### src/rtl/seq_divide_pkg.sv
// Shared types and helpers for the sequential restoring divider.
package seq_divide_pkg;

  typedef enum logic [1:0] {
    IDLE = 2'd0,
    CALC = 2'd1,
    FIX  = 2'd2
  } state_t;

  localparam string REP_UNSIGNED = "UNSIGNED";
  localparam string REP_SIGNED   = "SIGNED";

  // Width of a counter that must hold the value widthn itself.
  function automatic int cnt_width(input int widthn);
    return $clog2(widthn + 1);
  endfunction

endpackage

### src/rtl/seq_divide_div_step.sv
// One restoring-division iteration: shift in a dividend bit, trial-subtract the divisor.
module div_step #(
  parameter int lpm_widthd = 8
) (
  input  logic [lpm_widthd-1:0] rem,
  input  logic                  nbit,
  input  logic [lpm_widthd-1:0] dmag,
  output logic [lpm_widthd-1:0] rem_next,
  output logic                  qbit
);

  logic [lpm_widthd:0]   shifted;
  logic [lpm_widthd-1:0] diff;

  // The stored remainder is always below the divisor, so after the subtract
  // the result fits back into lpm_widthd bits; only the trial needs one more.
  always_comb begin
    shifted  = {rem, nbit};
    qbit     = (shifted >= {1'b0, dmag});
    diff     = shifted[lpm_widthd-1:0] - dmag;
    rem_next = qbit ? diff : shifted[lpm_widthd-1:0];
  end

endmodule

### src/rtl/seq_divide.sv
// Multi-cycle restoring divider, one quotient bit per enabled clock, with start/busy/done.
// Handshake: start is taken only in IDLE with clken high; busy is high from that edge until
// the result edge; done pulses for one enabled cycle with quotient/remain/div_by_zero valid.
module seq_divide
  import seq_divide_pkg::*;
#(
  parameter int    lpm_widthn         = 16,
  parameter int    lpm_widthd         = 8,
  parameter string lpm_representation = "UNSIGNED"
) (
  input  logic                  clock,
  input  logic                  aclr,
  input  logic                  clken,
  input  logic                  start,
  input  logic [lpm_widthn-1:0] numer,
  input  logic [lpm_widthd-1:0] denom,
  output logic                  busy,
  output logic                  done,
  output logic [lpm_widthn-1:0] quotient,
  output logic [lpm_widthd-1:0] remain,
  output logic                  div_by_zero
);

  localparam bit IS_SIGNED = (lpm_representation == REP_SIGNED);
  localparam int CW        = cnt_width(lpm_widthn);

  state_t                state;
  logic [CW-1:0]         count;
  logic [lpm_widthn-1:0] nq;        // dividend bits shift out of the top, quotient bits in at the bottom
  logic [lpm_widthd-1:0] prem;
  logic [lpm_widthd-1:0] dmag;
  logic                  sign_n;
  logic                  sign_d;
  logic [lpm_widthd-1:0] numer_lo;
  logic                  dz;

  logic                  numer_neg;
  logic                  denom_neg;
  logic [lpm_widthn-1:0] numer_mag;
  logic [lpm_widthd-1:0] denom_mag;
  logic [lpm_widthd-1:0] step_rem;
  logic                  step_q;
  logic [lpm_widthn-1:0] q_fix;
  logic [lpm_widthd-1:0] r_fix;

  // Magnitudes as unsigned values: the most negative operand maps onto 2^(w-1).
  always_comb begin
    numer_neg = IS_SIGNED && numer[lpm_widthn-1];
    denom_neg = IS_SIGNED && denom[lpm_widthd-1];
    numer_mag = numer_neg ? (-numer) : numer;
    denom_mag = denom_neg ? (-denom) : denom;
  end

  div_step #(
    .lpm_widthd(lpm_widthd)
  ) u_step (
    .rem     (prem),
    .nbit    (nq[lpm_widthn-1]),
    .dmag    (dmag),
    .rem_next(step_rem),
    .qbit    (step_q)
  );

  // Truncation toward zero: quotient sign is the XOR of operand signs, remainder follows numer.
  always_comb begin
    q_fix = (sign_n ^ sign_d) ? (-nq) : nq;
    r_fix = sign_n ? (-prem) : prem;
  end

  always_ff @(posedge clock) begin
    if (aclr) begin
      state       <= IDLE;
      count       <= '0;
      nq          <= '0;
      prem        <= '0;
      dmag        <= '0;
      sign_n      <= 1'b0;
      sign_d      <= 1'b0;
      numer_lo    <= '0;
      dz          <= 1'b0;
      busy        <= 1'b0;
      done        <= 1'b0;
      quotient    <= '0;
      remain      <= '0;
      div_by_zero <= 1'b0;
    end else if (clken) begin
      case (state)
        IDLE: begin
          done <= 1'b0;
          if (start) begin
            nq       <= numer_mag;
            prem     <= '0;
            dmag     <= denom_mag;
            sign_n   <= numer_neg;
            sign_d   <= denom_neg;
            numer_lo <= numer[lpm_widthd-1:0];
            dz       <= (denom == '0);
            count    <= CW'(lpm_widthn);
            busy     <= 1'b1;
            state    <= CALC;
          end
        end
        CALC: begin
          nq    <= {nq[lpm_widthn-2:0], step_q};
          prem  <= step_rem;
          count <= count - CW'(1);
          if (count == CW'(1)) begin
            state <= FIX;
          end
        end
        FIX: begin
          // Divide-by-zero bypasses sign correction and reports raw low numerator bits.
          quotient    <= dz ? '1 : q_fix;
          remain      <= dz ? numer_lo : r_fix;
          div_by_zero <= dz;
          done        <= 1'b1;
          busy        <= 1'b0;
          state       <= IDLE;
        end
        default: begin
          state <= IDLE;
        end
      endcase
    end
  end

endmodule

### config.mk
export PLATFORM = sky130hd
export DESIGN_NAME = seq_divide
export DESIGN_NICKNAME = d
export VERILOG_FILES = /design/src/rtl/seq_divide_pkg.sv /design/src/rtl/seq_divide_div_step.sv /design/src/rtl/seq_divide.sv
export SDC_FILE = /design/constraint.sdc
export NUM_CORES = 1
export LEC_CHECK = 0
export CORE_MARGIN = 2
export CORE_UTILIZATION = 35
export DETAILED_ROUTE_END_ITERATION = 8
export GPL_TIMING_DRIVEN = 0
export SYNTH_ARGS = -nofsm -noshare
export SYNTH_HDL_FRONTEND = slang
export SYNTH_SLANG_ARGS = --single-unit
### constraint.sdc
create_clock -name clock -period 2.5 [get_ports clock]
set_input_delay 0.5 -clock clock [delete_from_list [all_inputs] [get_ports clock]]
set_output_delay 0.5 -clock clock [all_outputs]
set_load 0.1 [all_outputs]
==> run summary <==
Syn_nets - 449
Sequential area share after synthesis - 43.4%
Dpl cell area - 4150 um2
Reg2reg start - nq[15]
Hold Crit Start - numer_lo[4]
Pre-antenna DRT Iters - 4
Commonest cells post-synth - dfxtp_1, nand2_1, nor2_1
# diodes - 0
Hold Crit Depth - 2
Vias/cell - 5.04
Avg Inst Size Synth - 8.43 um2
Most area-consuming cells after synthesis - dfxtp_1, mux2i_1, nand2_1
Setup crit start kind - flop
Cell-internal power - 2.05 mW
Num CTS Buffers - 9
Clock share of power - 35.5%
Delay-heaviest family, CP - buffers and inverters
Fin crit period - 2.37 ns
GP Congestion - 0.847
Synth area leader - dfxtp_1
Clock-pin slew on the worst setup and hold paths - 0.08 ns
Reg2Reg Setup Slack - 0.37 ns
Initial core utilization - 35.7%
Vias in the first global route - 2938
Synthesized instance count - 410
Clk sinks - 75
Multi-input gate area - 1750 um2
Clk buf depth - 2
GRT overflow - 0
Initial antenna violation count - 0
Max Cap Violations - 0
FF+latch area - 1500 um2
CP Capture Type - output port
Site Rows - 36
Max stage delay on crit path - 1.15 ns
Fill cell count - 984
Worst EP required - 2.00 ns
Number of gates resized after CTS - 0
CTS H-tree depth - 3
Final period util - 95.0%
Via count - 3087
Hold buffer count at CTS - 0
Final hold viol count - 0
First-pass GRT wire length - 14400 um
Crit. Startpoint - remain[7]
PD cells - 679 nW/um2
Die footprint - 10700 um2
Status - finished, final reports clean
Post-synthesis cell type count - 53
NumNets Final - 513
Drt drc - 0
Share of cells above drive strength 1 - 8.56%
Sw power - 0.920 mW
Final setup violation count - 0
Post-synth EDFFs - 0
Clock root buffer master - clkbuf_8
CP Class - flop to output port
Die span in y - 103 um
Clk_skew - 0.0145 ns
Asr flop ratio synth - 0%
Hold EP - numer_lo[4]
RR Endpoint - prem[4]
Synthesized area - 3460 um2
R2R cell count - 8
Cell area after layout - 4380 um2
WP buf/inv - 1
RSZ-0062 raised after global routing - no
Final wirelength - 8890 um
Seq pwr share - 43.9%
Pin count of the biggest net entering global routing - 15
Post-synth top area share - 43.4%
CP max FO - 2
CP Data Arrival Time - 1.87 ns
Post-CTS Setup Inserts - 0
CTS tree - done
Slew Limit Fails - 0
Leakage - 1.65 nW
Combinational group share of total power - 20.6%
P&R area growth vs syn - 26.6%
Ports - 55
WL/cell - 14.5 um
Die width - 103 um
Crit-path slowest cell - clkdlybuf4s50_1
Gr usage total - 17.8%
Dominant cell by count in the synthesized netlist - dfxtp_1
Skew-Pair Late Insertion Delay - 0.37 ns
Final core occ - 45.2%
Fmax - 0.421 GHz
Worst path cell trace - clkdlybuf4s50_1
Max_slew headroom - 34.8%
Slew @ Worst Pin - 0.975 ns
HP Class - flop to flop
Yosys Warn Count - 0
Switch share - 30.9%
DRT antenna net count - 0
PortBufs - 53
Post-detail-place hpwl - 6760 um
Core box area - 9680 um2
1st-iter DRT viols - 95
Max VDD drop - 249 uV
Top_reg_cell synth - dfxtp_1
Seq cells post-synth - 75
Cell count along the critical path - 1
## flip-flops by register name, indices dropped and copies added, names as in the netlist
register	flops
nq	16
quotient	16
dmag	8
numer_lo	8
prem	8
remain	8
count	5
state	2
busy	1
div_by_zero	1
done	1
dz	1
## power groups by stage
stage / clock, mW / sequential (mW) / combinational [mW]
after global routing: 1.12 / 1.31 / 0.671
after global placement: 0 / 1.33 / 0.610
after CTS: 1.08 / 1.31 / 0.616
after detailed placement: 0 / 1.33 / 0.614
final: 1.05 / 1.30 / 0.613
after floorplan: 0 / 1.46 / 0.311
## layout by cell type, fill, tap and decap left out, types with 6 or more instances in the layout
cell	Yosys	final
dfxtp_1	75	75
nand3_1	6	6
clkbuf_1	11	11
inv_1	12	12
nor2_1	49	49
mux2i_1	23	23
o211ai_1	7	7
a21oi_1	27	27
nor3_1	36	36
buf_2	12	12
ha_1	10	10
a211oi_1	23	23
o21ai_0	8	8
nand2_1	55	55
clkdlybuf4s50_1	0	53
clkbuf_8	2	11
## metal layers
layer | global-route usage (%) | share of wire [%]
met4 | 7.29 | 1.6
met5 | 0 | 0
met3 | 3.63 | 5.7
met1 | 23.4 | 48
met2 | 28.5 | 45
## through the flow
step | power, mW | hold slack, ns | TNS [ns] | cells | setup slack (ns)
after CTS | 3.01 | 0.458 | 0 | 612 | 0.107
after detailed placement | 1.95 | 0.446 | -0.647 | 596 | -0.0583
final | 2.97 | 0.459 | 0 | 612 | 0.125
after global routing | 3.11 | 0.480 | 0 | 612 | 0.0780
after global placement | 1.94 | 0.443 | -0.284 | 596 | -0.0365
after floorplan | 1.77 | 0.436 | 0 | 410 | 0.658
## worst max path at each step
stage	endpoint
global route	remain[7]
finish	remain[7]
floorplan	prem[4]
CTS	remain[7]
detailed placement	numer_lo[2]
global placement	quotient[5]
## kinds of logic after synthesis
family | synth area share, %
multiplexers | 6.99
buffers and inverters | 6.05
XOR/XNOR | 1.52
flip-flops | 43.4
AND/OR/NAND/NOR | 22.1
adder cells (fa/ha/maj) | 4.20
AO/OA/AOI/OAI | 15.8
## worst reg2reg max path, cell delays in order (launching register included)
cell	delay, ns
dfxtp_1	0.45
inv_1	0.08
ha_1	0.23
fa_1	0.41
nand2b_1	0.18
a21oi_1	0.16
xnor2_1	0.14
o21ai_0	0.11
a32o_1	0.26
## layout make-up
type,instances,area share [%]
multi-input cells,293,39.9
flip-flops and latches,75,34.3
repair buffers,53,12.1
well taps,133,3.80
plain buffers,29,3.66
clock buffers,9,2.83
clock inverters,7,2.26
inverters,13,1.12
(Power assumes the default switching activity.)
